**src/rtl/adder_sched.sv**
```systemverilog
// Two-port request scheduler sharing one external 32-bit adder.
// Narrow ops take one adder pass; wide ops take two passes chained by carry.
module adder_sched #(
    parameter int RR_EN = 1
) (
    input  logic        clock,
    input  logic        reset,

    input  logic        req0_valid,
    output logic        req0_ready,
    input  logic [63:0] req0_a,
    input  logic [63:0] req0_b,
    input  logic        req0_cin,
    input  logic        req0_wide,

    input  logic        req1_valid,
    output logic        req1_ready,
    input  logic [63:0] req1_a,
    input  logic [63:0] req1_b,
    input  logic        req1_cin,
    input  logic        req1_wide,

    output logic        rsp0_valid,
    input  logic        rsp0_ready,
    output logic [63:0] rsp0_sum,
    output logic        rsp0_cout,

    output logic        rsp1_valid,
    input  logic        rsp1_ready,
    output logic [63:0] rsp1_sum,
    output logic        rsp1_cout,

    output logic [31:0] add_a,
    output logic [31:0] add_b,
    output logic        add_cin,
    input  logic [31:0] add_sum,
    input  logic        add_cout,

    output logic        busy
);

    typedef enum logic [1:0] {
        IDLE = 2'd0,
        LO   = 2'd1,
        HI   = 2'd2,
        RESP = 2'd3
    } state_t;

    state_t      state_q, state_d;
    logic        last_grant_q, last_grant_d;
    logic        owner_q, owner_d;
    logic [63:0] a_q, a_d;
    logic [63:0] b_q, b_d;
    logic        cin_q, cin_d;
    logic        wide_q, wide_d;
    logic [63:0] sum_q, sum_d;
    logic        carry_q, carry_d;
    logic        cout_q, cout_d;

    logic        grant;
    logic        accept;

    // Round-robin favours the port that did not win last; fixed mode favours port 0.
    always_comb begin
        grant = 1'b0;
        if (RR_EN != 0) begin
            if (req0_valid && req1_valid) begin
                grant = ~last_grant_q;
            end else begin
                grant = req1_valid;
            end
        end else begin
            grant = ~req0_valid && req1_valid;
        end
    end

    always_comb begin
        state_d      = state_q;
        last_grant_d = last_grant_q;
        owner_d      = owner_q;
        a_d          = a_q;
        b_d          = b_q;
        cin_d        = cin_q;
        wide_d       = wide_q;
        sum_d        = sum_q;
        carry_d      = carry_q;
        cout_d       = cout_q;
        req0_ready   = 1'b0;
        req1_ready   = 1'b0;
        rsp0_valid   = 1'b0;
        rsp1_valid   = 1'b0;
        add_a        = 32'h0;
        add_b        = 32'h0;
        add_cin      = 1'b0;
        accept       = 1'b0;

        case (state_q)
            IDLE: begin
                req0_ready = req0_valid && !grant;
                req1_ready = req1_valid && grant;
                accept     = req0_ready || req1_ready;
                if (accept) begin
                    a_d          = grant ? req1_a : req0_a;
                    b_d          = grant ? req1_b : req0_b;
                    cin_d        = grant ? req1_cin : req0_cin;
                    wide_d       = grant ? req1_wide : req0_wide;
                    owner_d      = grant;
                    last_grant_d = grant;
                    state_d      = LO;
                end
            end
            LO: begin
                add_a   = a_q[31:0];
                add_b   = b_q[31:0];
                add_cin = cin_q;
                carry_d = add_cout;
                if (wide_q) begin
                    sum_d[31:0] = add_sum;
                    state_d     = HI;
                end else begin
                    sum_d   = {32'h0, add_sum};
                    cout_d  = add_cout;
                    state_d = RESP;
                end
            end
            HI: begin
                add_a        = a_q[63:32];
                add_b        = b_q[63:32];
                add_cin      = carry_q;
                sum_d[63:32] = add_sum;
                cout_d       = add_cout;
                state_d      = RESP;
            end
            RESP: begin
                rsp0_valid = ~owner_q;
                rsp1_valid = owner_q;
                // Only the owner's ready releases the result.
                if (owner_q ? rsp1_ready : rsp0_ready) begin
                    state_d = IDLE;
                end
            end
            default: begin
                state_d = IDLE;
            end
        endcase
    end

    always_ff @(posedge clock) begin
        if (reset) begin
            state_q      <= IDLE;
            last_grant_q <= 1'b1;
            owner_q      <= 1'b0;
            a_q          <= 64'h0;
            b_q          <= 64'h0;
            cin_q        <= 1'b0;
            wide_q       <= 1'b0;
            sum_q        <= 64'h0;
            carry_q      <= 1'b0;
            cout_q       <= 1'b0;
        end else begin
            state_q      <= state_d;
            last_grant_q <= last_grant_d;
            owner_q      <= owner_d;
            a_q          <= a_d;
            b_q          <= b_d;
            cin_q        <= cin_d;
            wide_q       <= wide_d;
            sum_q        <= sum_d;
            carry_q      <= carry_d;
            cout_q       <= cout_d;
        end
    end

    assign rsp0_sum  = sum_q;
    assign rsp0_cout = cout_q;
    assign rsp1_sum  = sum_q;
    assign rsp1_cout = cout_q;
    assign busy      = (state_q != IDLE);

endmodule

```
**config.mk**
```make
export PLATFORM = sky130hd
export DESIGN_NAME = adder_sched
export DESIGN_NICKNAME = d
export VERILOG_FILES = /design/src/rtl/adder_sched.sv
export SDC_FILE = /design/constraint.sdc
export NUM_CORES = 1
export LEC_CHECK = 0
export BUFFER_PORTS_ARGS = -buffer_cell sky130_fd_sc_hd__buf_2
export CORE_AREA = 2 2 197 199
export CTS_BUF_LIST = sky130_fd_sc_hd__clkbuf_8 sky130_fd_sc_hd__clkbuf_16
export CTS_CLUSTER_DIAMETER = 60
export DETAILED_ROUTE_END_ITERATION = 10
export DIE_AREA = 0 0 199 201
export SYNTH_ARGS = -nofsm -noshare
export SYNTH_HDL_FRONTEND = slang
export SYNTH_SLANG_ARGS = --single-unit
```
**constraint.sdc**
```tcl
create_clock -name clock -period 2.27 [get_ports clock]
set_input_delay 0.3405 -clock clock [delete_from_list [all_inputs] [get_ports clock]]
set_output_delay 0.3405 -clock clock [all_outputs]
set_load 0.05 [all_outputs]
```
Word-level counts from Yosys, hierarchy flattened
Cells that the tools add are included.

storage, ports and cells
  bits in registers = 200
  RAM bits = 0
  output and inout bits = 200
  bits in read-only memories = 0
  bits in latches = 0
  memories = 0
  input port bits = 299
  logic and storage cells = 51

cells by class
  div/mod/pow operators = 0
  multiply operators = 0
  order comparisons = 0
  multiplexer cells = 21
  reductions and logical operators = 11
  bitwise gates (word level) = 2
  add/sub/neg operators = 0
  equal/unequal tests = 6
  shifts and indexed selects = 0

operators with widths
  kind                                                              number
  32-bit case mux with 2 select lines                               3
  64-bit two-way mux                                                2
  32-bit two-way mux                                                1
  1-bit two-way mux                                                 10
  2-bit case mux with 4 select lines                                1
  2-bit inequality test (second input constant)                     3
  2-bit AND reduction                                               3
  2-bit == test (second input constant)                             2
  2-bit two-way mux                                                 2
  1-bit case mux with 2 select lines                                2
  2-bit nonzero test                                                2
  1-bit logical AND                                                 3
  2-bit by 1-bit == test with 1-bit output (second input constant)  1
  2-bit zero test                                                   1
  1-bit NOT                                                         2
  1-bit zero test                                                   1
  1-bit logical OR                                                  1

Depth between registers and ports, before layout
Gate-level depths: netlist of the first run.

  word-level depth = 7
  depth in mapped cells = 8
  depth with buffers taken out = 5

Least setup slack after synthesis of the first run
OpenSTA, ideal clock, no wires.

  kind = register -> output
  start = register state_q[0]
  end = output port add_b[0]
  required time = 1.929 ns
  stages on the path, launching flop included = 7
  setup slack = -0.036 ns
  data arrival time = 1.966 ns
  buffers on the path = 2
  cell sequence = dfxtp_1 -> inv_1 -> ha_1 -> clkbuf_1 -> buf_1 -> a22oi_1 -> nor2b_1

between the ends
  longest elaborated chain between the ends = 2
  elaborated cells between the ends (all ways) = 3
  those cells by class = 2 x eq/ne; 1 x mux

RTL lines
  element                                                                           RTL line  source
  from (decl)                                                                       49        state_t state_q, state_d;
  from (signal assigned)                                                            161       state_q <= state_d;
  2-bit == test / 2-bit by 1-bit == test with 1-bit output (equally long branches)  97        case (state_q)
  32-bit case mux with 2 select lines (*)                                           97
  to (decl)                                                                         34        output logic [31:0] add_b,

Mark *: on every way between the ends. The rest lies on a longest branch, timed or not.

Worst setup path in the final report of the first run
  start = register state_q[1]
  end = output port add_b[12]

Same word-level chain as after synthesis.

==> metrics.csv, run 1 <==
stage,metric,value,unit
critical_path,r2r endpoint,rsp0_sum[40]$_SDFFE_PP0P_,
global_routing,initial antenna violation count,2,
synth,ys flop type,dfxtp_1,
die,core area,38100,µm²
power,peak supply drop,548,µV
critical_path,worst r2r path cells,9,
sta,unrepaired setup endpoints after global routing,yes,
synth,Synth Register Bits,200,
detailed_routing,vias per inst,4.77,
die,Std-Cell Rows,72,
detailed_routing,highest metal used,met4,
critical_path,critical path startpoint category,flip-flop,
critical_path,slowest CP cell,dfxtp_4,
sta,Hold Worst Slack,0.144,ns
place,gpl congestion,0.855,
sta,Relative slew margins,0.686,
critical_path,CP Data Arrival Time,1.87,ns
sta,final critical-path required period,2.21,ns
synth,Post-Syn Instances,1096,
detailed_routing,Avg WL per Cell,18.2,µm
global_routing,Total GRT Usage,0.179,
clocking,H-tree levels,4,
worst_hold_path,min-delay worst type,primary input to flip-flop,
place,cell count after placement,1993,
die,die area,40000,µm²
detailed_routing,metal3 WL,2.34,mm
worst_hold_path,HP Start,add_sum[24],
synth,mux cell area share after synthesis,0.164,
detailed_routing,initial DRC count,309,
die,num ports,499,
synth,simple-gate area share of the yosys netlist,0.129,
synth,Mapped Area,10000,µm²
clocking,CTS Buf Count,17,
global_routing,largest net degree at the start of global routing,69,
detailed_routing,Final ANT Viol Nets,0,
die,die width,199,µm
synth,Compound-Gate Fraction of Synth Area,0.193,
detailed_routing,DRT met1 WL,15.5,mm
synth,post-synthesis cell type count,31,
critical_path,reg2reg start,state_q[1]$_SDFFE_PP0P_,
sta,max-slew violation count,0,
flow_run,max_cap viols,0,
power,P_int,10600,µW
die,Initial Utilization,0.263,
critical_path,WP data required,1.93,ns
synth,"Seq/Total Area, Yosys",0.400,
final_layout,NumNets Final,1820,
sta,Setup-failing EPs final,0,
power,power share of the sequential group,0.278,
critical_path,CP Capture Type,output port,
final_layout,layout cells sized above 1,0.487,
worst_hold_path,hold path cells,3,
power,Comb power frac,0.557,
place,Port-buffer cells,498,
synth,main combinational cell family by area after synthesis,compound AO/OA/AOI/OAI gates,
critical_path,crit path cell chain,inv_4 > ha_4 > buf_12 > buf_16 > buf_6 > a22oi_2 > nor2b_2 > buf_6,
worst_hold_path,Hold Crit Endpoint,rsp0_sum[24]$_SDFFE_PP0N_,
critical_path,critical path's most frequent cell,buf_6,
synth,Post-synth EDFFs,0,
final_layout,Non-Filler Instances,2048,
synth,YS warnings,0,
place,Post-DP HPWL,26.6,mm
power,clock network fraction of total power,0.165,
detailed_routing,total number of vias,9766,
critical_path,CP bufs+invs,5,
sta,Worst Tran Pin Value,0.459,ns
sta,Final Hold Fails,0,
die,Die Height,201,µm
critical_path,Worst R2R Setup Slack,0.37,ns
clocking,CTS tree,built,
final_layout,synthesis-to-layout area growth,46.8,%
critical_path,"Largest stage delay, worst path",0.36,ns
synth,Synth Area per Inst,9.13,µm²
critical_path,critical path class,flip-flop to output port,
global_routing,first-pass GRT wire length,54.2,mm
final_layout,"most common cell after layout, fill and taps aside",buf_2,
detailed_routing,met2 WL,18.5,mm
status,status,finished clean,
final_layout,most frequent cells in the layout,"buf_2, dfxtp_1, nor2_1, mux2i_1, a211oi_1",
power,Net Sw Frac,0.459,
sta,final worst path period share,0.974,
synth,"Async S/R FF share, synth",0,
critical_path,critical path depth,8,
sta,FMAX,0.452,GHz
detailed_routing,DRC viols,0,
power,Switch Pwr,8970,µW
detailed_routing,Pre-antenna DRT Iters,5,
power,power density over the cells,1330,nW/µm²
clocking,Clock transition at path regs,0.08,ns
synth,adder-cell share of the synthesized area,0.00625,
clocking,CTS Root Cell,clkbuf_16,
detailed_routing,WL final,37.3,mm
clocking,Worst-Skew Late Latency,0.45,ns
clocking,Sink Count,200,
global_routing,total gr overflow,0,
synth,syn_nets,1400,
synth,Post-Synth XOR/XNOR Area,0,
critical_path,"Largest delay share family, worst path",buffers and inverters,
synth,"area leader, netlist",dfxtp_1,
sta,clk_skew,0.00744,ns
synth,Yosys top cell area share,0.400,
critical_path,worst-path fanout max,13,
power,P_leak,0.00632,µW
clocking,Clock Tree Buf Depth,2,
synth,ranking of synthesized cells by area,"dfxtp_1, mux2i_1, a211oi_1, nor2_1, buf_4",
global_routing,via count of the first global-routing pass,9374,
cell families (layout without fill, tap and decap cells):
group / Yosys count / in the layout
AO/OA/AOI/OAI: 268 / 268
adder cells (fa/ha/maj): 5 / 5
buffers and inverters: 179 / 612
flip-flops: 200 / 200
multiplexers: 164 / 164
other: 0 / 1
AND/OR/NAND/NOR: 280 / 280
cell usage after synthesis (2+ instances only):
cell type,number
a21oi_1,34
a211oi_1,130
nand2b_1,4
ha_1,5
clkbuf_1,58
a22oi_1,66
mux2i_1,164
nand2_1,2
buf_8,6
dfxtp_1,200
and2_1,2
buf_1,6
o211ai_1,32
buf_4,72
buf_2,31
nand3_1,33
inv_1,3
nor2_1,166
nor2b_1,69
nor3b_1,2
timing repair:
action,CTS,global route
pin swaps,3,8
setup endpoints to repair,65,65
gates cloned,6,4
resized for setup,125,72
buffers inserted,12,2
hold buffers,0,0
state kept, by name, indices dropped and copies added, names as in the netlist:
signal	cells
last_grant_q	1
state_q	2
owner_q	1
rsp0_sum	64
b_q	64
cin_q	1
a_q	64
carry_q	1
rsp0_cout	1
wide_q	1
layer usage:
| metal | up-vias | global-route usage |
|---|---|---|
| met1 | 4564 | 0.215 |
| met5 | - | 0 |
| met2 | 413 | 0.312 |
| met3 | 43 | 0.0398 |
| met4 | 0 | 0.0629 |
| li1 | 4746 | - |
how the worst max path moves through the flow:
stage	start	end	slack (ns)
after global placement	state_q[0]$_SDFFE_PP0P_	add_a[3]	0.27
after CTS	state_q[1]$_SDFFE_PP0P_	add_b[10]	-0.03
after global routing	state_q[1]$_SDFFE_PP0P_	add_a[9]	-0.02
after detailed placement	state_q[0]$_SDFFE_PP0P_	add_a[7]	0.24
final	state_q[1]$_SDFFE_PP0P_	add_b[12]	0.06
after floorplan	state_q[1]$_SDFFE_PP0P_	add_a[27]	0.20
power groups by stage:
stage | Combinational (µW) | Sequential [µW] | Clock (µW)
after floorplan | 6220 | 5710 | 0
after global placement | 9020 | 5390 | 0
after detailed placement | 9130 | 5360 | 0
after CTS | 10500 | 5360 | 3330
after global routing | 11600 | 5560 | 3470
final | 10900 | 5430 | 3230
worst register-to-register path, cell delays in order (launching register included):
cell and delay [ns]:
dfxtp_4 0.36, inv_4 0.05, ha_4 0.17, buf_6 0.14, buf_4 0.14, bufbuf_16 0.31
nor2b_2 0.17, buf_12 0.21, o211ai_1 0.14, a21oi_1 0.15
through the flow:
step | setup TNS, ns | utilization | setup slack (ns) | total power, µW | area, µm²
after floorplan | 0 | - | 0.198 | 11900 | 10200
after global placement | 0 | 0.340 | 0.272 | 14400 | 13000
after detailed placement | 0 | 0.340 | 0.237 | 14500 | 13000
after CTS | -0.340 | 0.376 | -0.0344 | 19200 | 14300
after global routing | -0.142 | 0.385 | -0.0243 | 20600 | 14700
final | 0 | 0.385 | 0.0584 | 19500 | 14700
final cells by class:
| class | count | area, µm² |
|---|---|---|
| Timing Repair Buffer | 577 | 3930 |
| Clock buffer | 17 | 425 |
| Antenna cell | 1 | 2.50 |
| Fill cell | 3817 | 23400 |
| Multi-Input combinational cell | 717 | 5460 |
| Sequential cell | 200 | 4010 |
| Clock inverter | 15 | 184 |
| Tap cell | 518 | 648 |
| Inverter | 3 | 16.3 |
No activity file was read; power rests on OpenSTA's default activity.
==> inputs of run 2 (changes only) <==
Settings changed: CORE_AREA 2 2 197 199 to 2 2 193 195, DIE_AREA 0 0 199 201 to 0 0 195 197.
==> metrics.csv, run 2 (same netlist as run 1, synthesis figures left out) <==
stage,metric,value,unit,change
detailed_routing,Avg WL per Cell,19.4,µm,+6.5%
sta,FMAX,0.446,GHz,-1.4%
worst_hold_path,min-delay worst type,primary input to flip-flop,,
sta,clk_skew,0.00967,ns,+0.00223 ns
critical_path,CP Capture Type,output port,,
final_layout,FF/Latch Area,4010,µm²,unchanged
critical_path,CP Data Arrival Time,1.90,ns,+0.03 ns
clocking,Sink Count,200,,unchanged
place,dpl ws,0.265,ns,+0.0287 ns
place,Port-buffer cells,498,,unchanged
sta,unrepaired setup endpoints after global routing,yes,,
final_layout,most frequent cells in the layout,"buf_2, dfxtp_1, nor2_1, mux2i_1, a211oi_1",,
detailed_routing,WL final,38.3,mm,+2.8%
final_layout,synthesis-to-layout area growth,41.8,%,
worst_hold_path,hold path cells,3,,unchanged
die,die area,38400,µm²,-4.0%
clocking,hold buffer count at CTS,0,,unchanged
critical_path,worst r2r path cells,9,,unchanged
die,num ports,499,,unchanged
clocking,CTS tree,built,,
global_routing,initial antenna violation count,4,,+2
power,P_leak,0.00616,µW,-2.6%
global_routing,Total GRT Usage,0.182,,+0.00234
detailed_routing,vias per inst,4.81,,+0.81%
final_layout,"most common cell after layout, fill and taps aside",buf_2,,
sta,max-slew violation count,0,,unchanged
final_layout,FILL cells,3652,,-4.3%
sta,Final Hold Fails,0,,unchanged
critical_path,Worst R2R Setup Slack,0.30,ns,-0.07 ns
sta,setup ws final,0.0260,ns,-0.0325 ns
global_routing,largest net degree at the start of global routing,105,,+52%
place,gpl congestion,0.807,,-5.7%
clocking,Clock transition at path regs,0.07,ns,about the same
clocking,Clock Tree Buf Depth,2,,unchanged
place,cell count after placement,1925,,-3.4%
flow_run,max_cap viols,0,,unchanged
sta,final critical-path required period,2.24,ns,+0.0325 ns
sta,Setup TNS,0,ns,unchanged
detailed_routing,Pre-antenna DRT Iters,4,,-1
final_layout,layout cells sized above 1,0.474,,-0.0125
sta,Relative slew margins,0.604,,-0.0811
clocking,CTS Buf Count,17,,unchanged
power,total power,18800,µW,-3.8%
critical_path,WP data required,1.93,ns,about the same
die,Initial Utilization,0.276,,+0.0134
clocking,CTS Root Cell,clkbuf_16,,
critical_path,critical path startpoint category,flip-flop,,
power,power density over the cells,1320,nW/µm²,-0.46%
die,Std-Cell Rows,70,,-2.8%
clocking,Worst-Skew Late Latency,0.45,ns,about the same
detailed_routing,Final ANT Viol Nets,0,,unchanged
final_layout,NumNets Final,1801,,-1.0%
detailed_routing,DRC viols,0,,unchanged
die,core area,36300,µm²,-4.8%
critical_path,worst-path fanout max,14,,+1
status,status,finished clean,,
global_routing,grt met3 use,0.0421,,+0.00228
global_routing,met1 Use GR,0.206,,-0.00917
power,peak supply drop,519,µV,-5.3%
detailed_routing,total number of vias,9499,,-2.7%
final_layout,multi-input logic area,5430,µm²,-0.55%
clocking,H-tree levels,4,,unchanged
critical_path,critical path class,flip-flop to output port,,
global_routing,M2 GR Usage,0.326,,+0.0134
global_routing,total gr overflow,0,,unchanged
sta,Hold Worst Slack,0.146,ns,+0.00164 ns
final_layout,Non-Filler Instances,1976,,-3.5%
die,die width,195,µm,-2.0%
global_routing,first-pass GRT wire length,53.0,mm,-2.2%
die,Die Height,197,µm,-2.0%
global_routing,via count of the first global-routing pass,9070,,-3.2%
sta,Setup-failing EPs final,0,,unchanged
detailed_routing,initial DRC count,266,,-14%
place,Post-DP HPWL,26.4,mm,-0.61%
sta,Worst Tran Pin Value,0.593,ns,+0.135 ns
global_routing,grt peak-use layer,met2,,
sta,final worst path period share,0.989,,+0.0143
==> run 2: what timing repair did <==
action / in CTS / in global routing
setup buffers: 1 / 6
endpoints found under the setup margin: 66 / 60
pin swaps: 1 / 12
gates resized for setup: 74 / 79
cloned: 3 / 11
==> run 2: layout make-up <==
class	instances	share of cell area
clock buffers	20	0.0329
clock inverters	8	0.00379
multi-input cells	717	0.383
repair buffers	558	0.255
flip-flops and latches	200	0.283
diodes	2	0.000353
inverters	3	0.00115
well taps	468	0.0413
==> run 2: per-layer routing <==
metal | share of wire | vias up
met5 | 0.00031 | -
met4 | 0.029 | 2
li1 | - | 4685
met2 | 0.50 | 385
met3 | 0.060 | 43
met1 | 0.41 | 4384
==> run 2: stage by stage <==
stage | util | instance area, µm²
floorplan | - | 10200
global placement | 0.351 | 12700
detailed placement | 0.351 | 12700
CTS | 0.373 | 13500
global route | 0.391 | 14200
finish | 0.391 | 14200
==> run 2: worst paths after layout <==
kind                             startpoint                   endpoint
setup / recovery    state_q[1]$_SDFFE_PP0P_                   add_b[0]
hold / removal                  add_sum[13]  rsp0_sum[13]$_SDFFE_PP0N_
setup reg to reg    state_q[1]$_SDFFE_PP0P_  rsp0_sum[60]$_SDFFE_PP0P_
hold reg to reg   rsp0_sum[60]$_SDFFE_PP0P_  rsp0_sum[60]$_SDFFE_PP0P_
==> run 2: critical path, cell delays in order, from the launching register on <==
cell and delay, ns:
dfxtp_4 0.40, inv_4 0.06, ha_4 0.18, buf_4 0.16, buf_16 0.16, a22oi_1 0.22
nor2b_2 0.07, buf_4 0.19
==> run 2: power breakdown <==
part / internal, µW / switching (µW)
Combinational: 4040 / 6530
Clock: 1460 / 1360
Sequential: 4570 / 806
Total: 10100 / 8700
